<file path="src/rtl/fetch_ctrl_pkg.sv">
// Shared types for the IF-stage fetch controller.
package fetch_ctrl_pkg;

  typedef enum logic [1:0] {
    IDLE,
    FETCH,
    WAIT
  } fetch_state_t;

  typedef enum logic [1:0] {
    NONE,
    BRANCH,
    PENDING,
    JUMP
  } redirect_src_t;

  localparam logic [63:0] PC_ALIGN_MASK = ~64'h3;

endpackage

</file>
<file path="src/rtl/fetch_controller_if.sv">
// Fetch-controller bus: redirect sources, PC feedback and imem handshake.
interface fetch_controller_if #(
  parameter int PC_WIDTH = 32
);
  logic                hazard;
  logic                branch_taken;
  logic [PC_WIDTH-1:0] branch_target;
  logic                jump;
  logic [PC_WIDTH-1:0] jump_target;
  logic [PC_WIDTH-1:0] pc_current;
  logic                imem_ready;
  logic                imem_req;
  logic [PC_WIDTH-1:0] pc_next;
  logic                pc_hold;
  logic                flush_if_id;
  logic                fetch_valid;
  logic                imem_timeout;

  modport master (
    input  hazard, branch_taken, branch_target,
    input  jump, jump_target, pc_current, imem_ready,
    output imem_req, pc_next, pc_hold,
    output flush_if_id, fetch_valid, imem_timeout
  );

  modport slave (
    output hazard, branch_taken, branch_target,
    output jump, jump_target, pc_current, imem_ready,
    input  imem_req, pc_next, pc_hold,
    input  flush_if_id, fetch_valid, imem_timeout
  );
endinterface

</file>
<file path="src/rtl/fetch_redirect_latch.sv">
// Holds a redirect that arrived while an imem request was outstanding.
module fetch_redirect_latch #(
  parameter int PC_WIDTH = 32
) (
  input  logic                clk,
  input  logic                reset,
  input  logic                clear_i,
  input  logic                branch_set_i,
  input  logic [PC_WIDTH-1:0] branch_target_i,
  input  logic                jump_set_i,
  input  logic [PC_WIDTH-1:0] jump_target_i,
  output logic                pending_valid_o,
  output logic [PC_WIDTH-1:0] pending_target_o
);

  logic                valid_q, valid_d;
  logic [PC_WIDTH-1:0] target_q, target_d;

  // A branch is older than any jump, so it always wins the slot.
  always_comb begin
    valid_d  = valid_q;
    target_d = target_q;
    if (clear_i) begin
      valid_d = 1'b0;
    end else if (branch_set_i) begin
      valid_d  = 1'b1;
      target_d = branch_target_i;
    end else if (jump_set_i && !valid_q) begin
      valid_d  = 1'b1;
      target_d = jump_target_i;
    end
  end

  always_ff @(posedge clk) begin
    if (!reset) begin
      valid_q  <= 1'b0;
      target_q <= '0;
    end else begin
      valid_q  <= valid_d;
      target_q <= target_d;
    end
  end

  assign pending_valid_o  = valid_q;
  assign pending_target_o = target_q;

endmodule

</file>
<file path="src/rtl/fetch_controller.sv">
// IF-stage sequencer: PC next/hold, imem handshake, redirect arbitration.
// Optional stall counter port enabled by FETCH_CTRL_STALL_CNT_EN.
module fetch_controller
  import fetch_ctrl_pkg::*;
#(
  parameter int PC_WIDTH    = 32,
  parameter int PC_STEP     = 4,
  parameter int TIMEOUT_CYC = 64
) (
  input  logic               clk,
  input  logic               reset,
  fetch_controller_if.master bus
`ifdef FETCH_CTRL_STALL_CNT_EN
  ,
  output logic [31:0]        stall_count
`endif
);

  localparam int CW = $clog2(TIMEOUT_CYC + 1);
  localparam logic [PC_WIDTH-1:0] ALIGN =
    PC_ALIGN_MASK[PC_WIDTH-1:0];
  localparam logic [CW-1:0] TMO = CW'(TIMEOUT_CYC);

  fetch_state_t        state_q, state_d;
  logic [CW-1:0]       wait_cnt_q, wait_cnt_d;
  logic                timeout_q, timeout_d;
  logic                pend_valid;
  logic [PC_WIDTH-1:0] pend_target;
  logic                pend_set, pend_clr;
  redirect_src_t       src;
  logic [PC_WIDTH-1:0] target;
  logic                redir, seq;
  logic                req, hold, flush, fvalid;
  logic [PC_WIDTH-1:0] nxt;

  always_comb begin
    src = NONE;
    if (bus.branch_taken)      src = BRANCH;
    else if (pend_valid)       src = PENDING;
    else if (bus.jump)         src = JUMP;
  end

  always_comb begin
    target = '0;
    unique case (src)
      BRANCH:  target = bus.branch_target;
      PENDING: target = pend_target;
      JUMP:    target = bus.jump_target;
      default: target = '0;
    endcase
  end

  always_comb begin
    state_d    = state_q;
    wait_cnt_d = wait_cnt_q;
    timeout_d  = timeout_q;
    req        = 1'b0;
    redir      = 1'b0;
    seq        = 1'b0;
    pend_set   = 1'b0;
    pend_clr   = 1'b0;
    unique case (state_q)
      IDLE: state_d = FETCH;
      FETCH: begin
        if (src != NONE) begin
          req = !bus.hazard;
          if (bus.hazard || bus.imem_ready) begin
            redir    = 1'b1;
            pend_clr = 1'b1;
          end else begin
            pend_set   = 1'b1;
            state_d    = WAIT;
            wait_cnt_d = CW'(1);
          end
        end else if (!bus.hazard) begin
          req = 1'b1;
          if (bus.imem_ready) begin
            seq = 1'b1;
          end else begin
            state_d    = WAIT;
            wait_cnt_d = CW'(1);
          end
        end
      end
      WAIT: begin
        req = 1'b1;
        if (bus.imem_ready) begin
          state_d    = FETCH;
          wait_cnt_d = '0;
          pend_clr   = 1'b1;
          redir      = (src != NONE);
          seq        = (src == NONE);
        end else begin
          pend_set = 1'b1;
          if (wait_cnt_q != TMO) wait_cnt_d = wait_cnt_q + CW'(1);
          if (wait_cnt_d == TMO) timeout_d = 1'b1;
        end
      end
      default: state_d = IDLE;
    endcase
    if (!reset) begin
      state_d    = IDLE;
      wait_cnt_d = '0;
      timeout_d  = 1'b0;
      req        = 1'b0;
      redir      = 1'b0;
      seq        = 1'b0;
      pend_set   = 1'b0;
    end
  end

  always_comb begin
    hold   = 1'b1;
    flush  = 1'b0;
    fvalid = 1'b0;
    nxt    = reset ? bus.pc_current : '0;
    if (redir) begin
      hold  = 1'b0;
      flush = 1'b1;
      nxt   = target & ALIGN;
    end else if (seq) begin
      hold   = 1'b0;
      fvalid = 1'b1;
      nxt    = bus.pc_current + PC_WIDTH'(PC_STEP);
    end
  end

  always_ff @(posedge clk) begin
    if (!reset) begin
      state_q    <= IDLE;
      wait_cnt_q <= '0;
      timeout_q  <= 1'b0;
    end else begin
      state_q    <= state_d;
      wait_cnt_q <= wait_cnt_d;
      timeout_q  <= timeout_d;
    end
  end

  fetch_redirect_latch #(
    .PC_WIDTH(PC_WIDTH)
  ) u_latch (
    .clk             (clk),
    .reset           (reset),
    .clear_i         (pend_clr),
    .branch_set_i    (pend_set && bus.branch_taken),
    .branch_target_i (bus.branch_target),
    .jump_set_i      (pend_set && bus.jump),
    .jump_target_i   (bus.jump_target),
    .pending_valid_o (pend_valid),
    .pending_target_o(pend_target)
  );

`ifdef FETCH_CTRL_STALL_CNT_EN
  logic [31:0] stall_q;

  always_ff @(posedge clk) begin
    if (!reset)    stall_q <= '0;
    else if (hold) stall_q <= stall_q + 32'd1;
  end

  assign stall_count = stall_q;
`endif

  assign bus.imem_req     = req;
  assign bus.pc_next      = nxt;
  assign bus.pc_hold      = hold;
  assign bus.flush_if_id  = flush;
  assign bus.fetch_valid  = fvalid;
  assign bus.imem_timeout = timeout_q;

endmodule

</file>
<file path="src/flat_wrapper.sv">
// flat-port wrapper written by rule: the top's interface ports become plain ports
module fetch_controller_flat import fetch_ctrl_pkg::*;
#(
  parameter int PC_WIDTH    = 32,
  parameter int PC_STEP     = 4,
  parameter int TIMEOUT_CYC = 64
)
  (clk, reset, bus_hazard, bus_branch_taken, bus_branch_target, bus_jump, bus_jump_target, bus_pc_current, bus_imem_ready, bus_imem_req, bus_pc_next, bus_pc_hold, bus_flush_if_id, bus_fetch_valid, bus_imem_timeout);
  fetch_controller_if #(.PC_WIDTH(PC_WIDTH)) bus_i ();
  input  logic clk;
  input  logic reset;
  input wire logic [$bits(bus_i.hazard)-1:0] bus_hazard;
  input wire logic [$bits(bus_i.branch_taken)-1:0] bus_branch_taken;
  input wire logic [$bits(bus_i.branch_target)-1:0] bus_branch_target;
  input wire logic [$bits(bus_i.jump)-1:0] bus_jump;
  input wire logic [$bits(bus_i.jump_target)-1:0] bus_jump_target;
  input wire logic [$bits(bus_i.pc_current)-1:0] bus_pc_current;
  input wire logic [$bits(bus_i.imem_ready)-1:0] bus_imem_ready;
  output wire logic [$bits(bus_i.imem_req)-1:0] bus_imem_req;
  output wire logic [$bits(bus_i.pc_next)-1:0] bus_pc_next;
  output wire logic [$bits(bus_i.pc_hold)-1:0] bus_pc_hold;
  output wire logic [$bits(bus_i.flush_if_id)-1:0] bus_flush_if_id;
  output wire logic [$bits(bus_i.fetch_valid)-1:0] bus_fetch_valid;
  output wire logic [$bits(bus_i.imem_timeout)-1:0] bus_imem_timeout;
  assign bus_i.hazard = bus_hazard;
  assign bus_i.branch_taken = bus_branch_taken;
  assign bus_i.branch_target = bus_branch_target;
  assign bus_i.jump = bus_jump;
  assign bus_i.jump_target = bus_jump_target;
  assign bus_i.pc_current = bus_pc_current;
  assign bus_i.imem_ready = bus_imem_ready;
  assign bus_imem_req = bus_i.imem_req;
  assign bus_pc_next = bus_i.pc_next;
  assign bus_pc_hold = bus_i.pc_hold;
  assign bus_flush_if_id = bus_i.flush_if_id;
  assign bus_fetch_valid = bus_i.fetch_valid;
  assign bus_imem_timeout = bus_i.imem_timeout;
  fetch_controller #(.PC_WIDTH(PC_WIDTH), .PC_STEP(PC_STEP), .TIMEOUT_CYC(TIMEOUT_CYC)) u_core (.clk(clk), .reset(reset), .bus(bus_i));
endmodule
</file>
<file path="config.mk">
export PLATFORM = sky130hd
export DESIGN_NAME = fetch_controller_flat
export DESIGN_NICKNAME = d
export VERILOG_FILES = /design/src/rtl/fetch_ctrl_pkg.sv /design/src/rtl/fetch_controller_if.sv /design/src/rtl/fetch_redirect_latch.sv /design/src/rtl/fetch_controller.sv /design/src/flat_wrapper.sv
export SDC_FILE = /design/constraint.sdc
export NUM_CORES = 1
export LEC_CHECK = 0
export ABC_CLOCK_PERIOD_IN_PS = 3100
export CAP_MARGIN = 20
export CELL_PAD_IN_SITES_DETAIL_PLACEMENT = 1
export CELL_PAD_IN_SITES_GLOBAL_PLACEMENT = 1
export CORE_MARGIN = 4
export CORE_UTILIZATION = 31
export CTS_BUF_LIST = sky130_fd_sc_hd__clkbuf_8
export CTS_CLUSTER_DIAMETER = 120
export DETAILED_ROUTE_END_ITERATION = 8
export GPL_ROUTABILITY_DRIVEN = 1
export PLACE_DENSITY_LB_ADDON = 0.1
export SLEW_MARGIN = 20
export SYNTH_ARGS = -nofsm -noshare
export SYNTH_HDL_FRONTEND = slang
export SYNTH_SLANG_ARGS = --single-unit
</file>
<file path="constraint.sdc">
create_clock -name clk -period 3.1 [get_ports clk]
set_clock_uncertainty 0.15 [all_clocks]
set_input_delay 0.62 -clock clk [delete_from_list [all_inputs] [get_ports clk]]
set_output_delay 0.62 -clock clk [all_outputs]
set_load 0.005 [all_outputs]
</file>
==> Word level (Yosys, flattened, before mapping) <==
Index checks and enable logic that the tools add are counted.
{ "totals": {"out_inout_bits": 37, "inputBits": 102, "register_bits": 43} }
{ "classes": {"eq_ne": 11, "bitwise_logic": 3, "n_addsub": 2, "reduce_logical": 16, "mux": 52} }
{ "ops": {"columns": ["cell", "n"], "rows": [
  ["32-bit two-way mux", 5],
  ["32-bit one-hot mux with 3 select lines", 1],
  ["7-bit two-way mux", 8],
  ["32-bit by 3-bit adder with 32-bit output (second input constant)", 1],
  ["1-bit two-way mux", 23],
  ["2-bit two-way mux", 8],
  ["7-bit one-hot mux with 2 select lines", 1],
  ["1-bit one-hot mux with 2 select lines", 5],
  ["4-bit AND reduction", 2],
  ["7-bit by 1-bit adder with 7-bit output (second input constant)", 1],
  ["7-bit == test (second input constant)", 1],
  ["7-bit != test (second input constant)", 1],
  ["2-bit == test (second input constant)", 3],
  ["3-bit by 2-bit != test with 1-bit output (second input constant)", 2],
  ["2-bit one-hot mux with 3 select lines", 1],
  ["2-bit nonzero test", 3],
  ["2-bit by 1-bit == test with 1-bit output (second input constant)", 2],
  ["2-bit zero test", 2],
  ["1-bit logical AND", 3],
  ["3-bit != test (second input constant)", 1],
  ["1-bit inverter", 3],
  ["3-bit AND reduction", 1],
  ["1-bit zero test", 2],
  ["2-bit != test (second input constant)", 1],
  ["3 further kinds", 3]
]} }

==> Logic depth before layout (Yosys ltp) <==
{ "depth": {"word_depth": 11, "ltp_mapped": 10, "mapped_depth_nobuf": 8} }

==> By module <==
A second synthesis with hierarchy kept.
{ "unflattened": {"hier_cells": 555, "hier_area_um2": 4122.7} }
{ "by_module_without_submodules": {"columns": ["mod", "cells_per_inst", "n_inst", "area_per_inst_um2", "seq_area_each_um2"], "rows": [
  ["fetch_controller", 375, 1, 2392.3, 200.2],
  ["fetch_redirect_latch", 180, 1, 1730.4, 660.6]
]} }

==> Least setup slack after synthesis <==
OpenSTA, ideal clock, no wires.
{ "synth_timing": {"path_type": "input-to-output", "start": "input bus_pc_current[2]", "end": "output bus_pc_next[22]", "arrival_ps": 2159, "setup_slack_ps": 171, "cell_stages": 6, "path_cell_list": "ha_1 -> inv_1 -> or4_4 -> nor4_1 -> mux2_2 -> a21oi_1"} }
{ "synth_via": {"elab_chain_len": 3} }
{ "synth_lines": {"columns": ["element", "line", "rtl"], "rows": [
  ["start, declared", "flat_wrapper.sv:17", "input wire logic [$bits(bus_i.pc_current)-1:0] bus_pc_current;"],
  ["32-bit by 3-bit adder with 32-bit output", "fetch_controller.sv:124", "nxt = bus.pc_current + PC_WIDTH'(PC_STEP);"],
  ["32-bit two-way mux", "fetch_controller.sv:121", "end else if (seq) begin"],
  ["32-bit two-way mux", "fetch_controller.sv:117", "if (redir) begin"],
  ["end, declared", "flat_wrapper.sv:20", "output wire logic [$bits(bus_i.pc_next)-1:0] bus_pc_next;"]
]} }
Every way passes these cells.

==> Worst setup path in the final report <==
{ "layout_timing": {"start": "input bus_pc_current[4]", "end": "output bus_pc_next[24]"} }
Same word-level chain as after synthesis.

==> results_dict.tcl <==
set metrics [dict create \
    track_usage 0.2859 \
    synthCells 542 \
    clk_latency_ns 0.32 \
    worst_hold_slack_ns 0.3825 \
    vias 5402 \
    die_area_mm2 0.01353 \
    peakVddDrop_mv 0.1939 \
    overflow 0 \
    violations "negative setup slack" \
    portBuffers 134 \
    drtIter0Drc 511 \
    end_kind "output port" \
    cts_hold_buf 0 \
    cp_slowest_cell "or4_1" \
    dieWidth_um 116.3 \
    nNetsFinal 874 \
    cts_root_buf "clkbuf_8" \
    path_cells "buf_6 -> nand4_1 -> buf_4 -> or4_4 -> buf_8 -> or4_1 -> a31oi_1 -> buf_2" \
    run_status "finished with violations" \
    synth_area_leaders "dfxtp_1 (23%), nand2_1 (9.7%), a31oi_1 (7.0%), o21ai_0 (6.1%), a22oi_1 (6.0%)" \
    synth_cell_type_count 57 \
    dr.pass1.iters 5 \
    fin_util 0.5762 \
    worstSetupStartpointType "primary input" \
    min_period_ns 3.293 \
    tightest_slew_ns 0.5654 \
    layout_common_cells "buf_4 (93), nand2_1 (90), clkdlybuf4s50_1 (77)" \
    synth_edf_count 0 \
    drt_wl_total_um 20210 \
    antenna_found_initial 1 \
    path_buf_inv 4 \
    rsz0062_at_grt "true" \
    critical_path_class "primary input to output port" \
    yosysWarnings 0 \
    drcViolationCount 0 \
    slew_headroom 0.6231 \
    hold_violations 0 \
    grt_max_degree 65 \
    drive_above_1_share 0.3611 \
    min_period_over_period 1.062 \
    setup_violations 22 \
    hpwl_um 13000 \
    dpl.cell_count 861 \
    rows 39 \
    slew_violations 0 \
    cts_max_level 2 \
    synth_top_area_share 0.2256 \
    initial_core_util 0.3173 \
    synth-seq-cells 41 \
    worst_slack_ns -0.1925 \
    place_congestion 0.8208 \
    grt_pass1_wl_um 30680 \
    syn-num-nets 650 \
    leakage_nw 2.735 \
    layout.cells.non_filler 911 \
    place_ws_ns -1.021 \
    syn_to_final_growth_pct 81.60 \
    grt_pass1_vias 5805 \
    cp.required_ns 2.33 \
    fillCellCount 1390 \
    hp-class "flop to flop" \
    avgSynthCellArea_um2 6.713 \
    seq_area_um2 825.8 \
    yosysTopAreaCell "dfxtp_1" \
    layout_commonest_cell "buf_4" \
    synth_area_mm2 0.003638 \
    coreArea_mm2 0.01147 \
    cpPeakStageDelay_ns 0.50 \
    cap_violations 0 \
    arrival_ns 2.52 \
    antenna_left 0 \
    die_h_um 116.3 \
    viasPerCell 5.930 \
    yosysSeqAreaShare 0.2256 \
    yosys_most_used_dff "dfxtp_1" \
    multiInputGateArea_mm2 0.003084 \
    cts_tree "done" \
    cp_top_family "simple AND/OR/NAND/NOR gates" \
    power_density_mw_per_mm2 262.7 \
    clockBufferDepth 2 \
    crit_fanout 8 \
    cts_buffers 5 \
    pin_count 139 \
    synthArstFlopShare 0 \
    cts.sink_count 41 \
    clk_pin_slew_ns 0.09 \
    wire_per_inst_um 22.19 \
    fmax_mhz 303.7 \
]
==> cell families after synthesis <==
group                      after synthesis  share of synthesized area
AOI/OAI and AO/OA                      202                     0.3635
xor gates and xnor gates                 2                   0.004815
adders and majority gates                6                    0.02063
buffers and inverters                   64                    0.07084
DFF                                     41                     0.2256
muxes                                    7                    0.02167
and+or+nand+nor                        220                     0.2930
==> worst paths after layout <==
path,start,endpoint,slack [ns],depth (start not counted)
setup / recovery,bus_pc_current[4],bus_pc_next[24],-0.19,8
hold / removal,u_core.bus.imem_timeout$_SDFFE_PN0P_,u_core.bus.imem_timeout$_SDFFE_PN0P_,0.38,2
setup reg to reg,u_core.state_q[0]$_SDFFE_PN0P_,u_core.u_latch.pending_target_o[16]$_SDFFE_PN0P_,0.61,10
hold reg to reg,u_core.bus.imem_timeout$_SDFFE_PN0P_,u_core.bus.imem_timeout$_SDFFE_PN0P_,0.38,2
==> synth_stat cells (all sizes together), types with 9 or more instances <==
cell     n
buf      9
o211ai   9
clkbuf  40
and3    11
a211oi  21
nor2    42
nand3   18
nand2   94
o311ai   9
nand4   12
a22oi   29
or4      9
a21oi   28
a31oi   41
inv     15
dfxtp   41
o21ai   45
==> cell type report <==
cell class	count	share of cell area
Timing Repair Buffer	266	0.3535
Inverter	15	0.009657
Sequential cell	41	0.1250
Clock inverter	2	0.005113
Multi-Input combinational cell	437	0.4668
Antenna cell	1	0.0003787
Clock buffer	6	0.01250
Tap cell	143	0.02708
==> what timing repair did <==
item / in CTS / in global routing
gates resized for setup: 267 / 86
cloned: 0 / 1
pin swaps: 46 / 36
setup endpoints to repair: 35 / 33
setup buffers: 32 / 14
==> through the flow <==
stage               power [mW]  instance area [µm²]  setup TNS [ns]
floorplan               0.7722                 3638               0
detailed placement       1.142                 5662          -25.85
CTS                      1.661                 6247          -1.798
finish                   1.736                 6608          -2.115
global placement         1.124                 5662          -24.86
global route             1.809                 6608          -3.910
==> metal layers <==
metal	up-vias	global-route usage	wire length, µm	part of all wire
met5	-	0	0	0
met4	0	0.1160	622	0.031
met3	52	0.05181	1147	0.057
met2	217	0.4760	10060	0.50
met1	2640	0.3646	8385	0.41
li1	2493	-	-	-
==> registers in the layout, summed over array words and instances, names as in the netlist <==
register,flops
u_core.bus.imem_timeout,1
u_core.state_q,2
u_core.wait_cnt_q,7
u_core.u_latch.pending_valid_o,1
u_core.u_latch.pending_target_o,30
==> worst register-to-register path, cell delays in order, from the launching register on <==
cell and delay [ns]:
dfxtp_4 0.39, buf_4 0.12, ha_4 0.13, nor2b_4 0.21, buf_4 0.15, o21ai_0 0.13, buf_4 0.19, or3b_2 0.46
buf_4 0.22, nand2_1 0.10, a31oi_1 0.11
==> where the power goes <==
group          total (mW)  switching, mW  leakage, nW  internal [mW]
sequential          0.555         0.0136        0.332          0.541
combinational       0.692          0.339         2.34          0.354
clock               0.489          0.228       0.0626          0.260
Power figures use the tool's default switching activity.
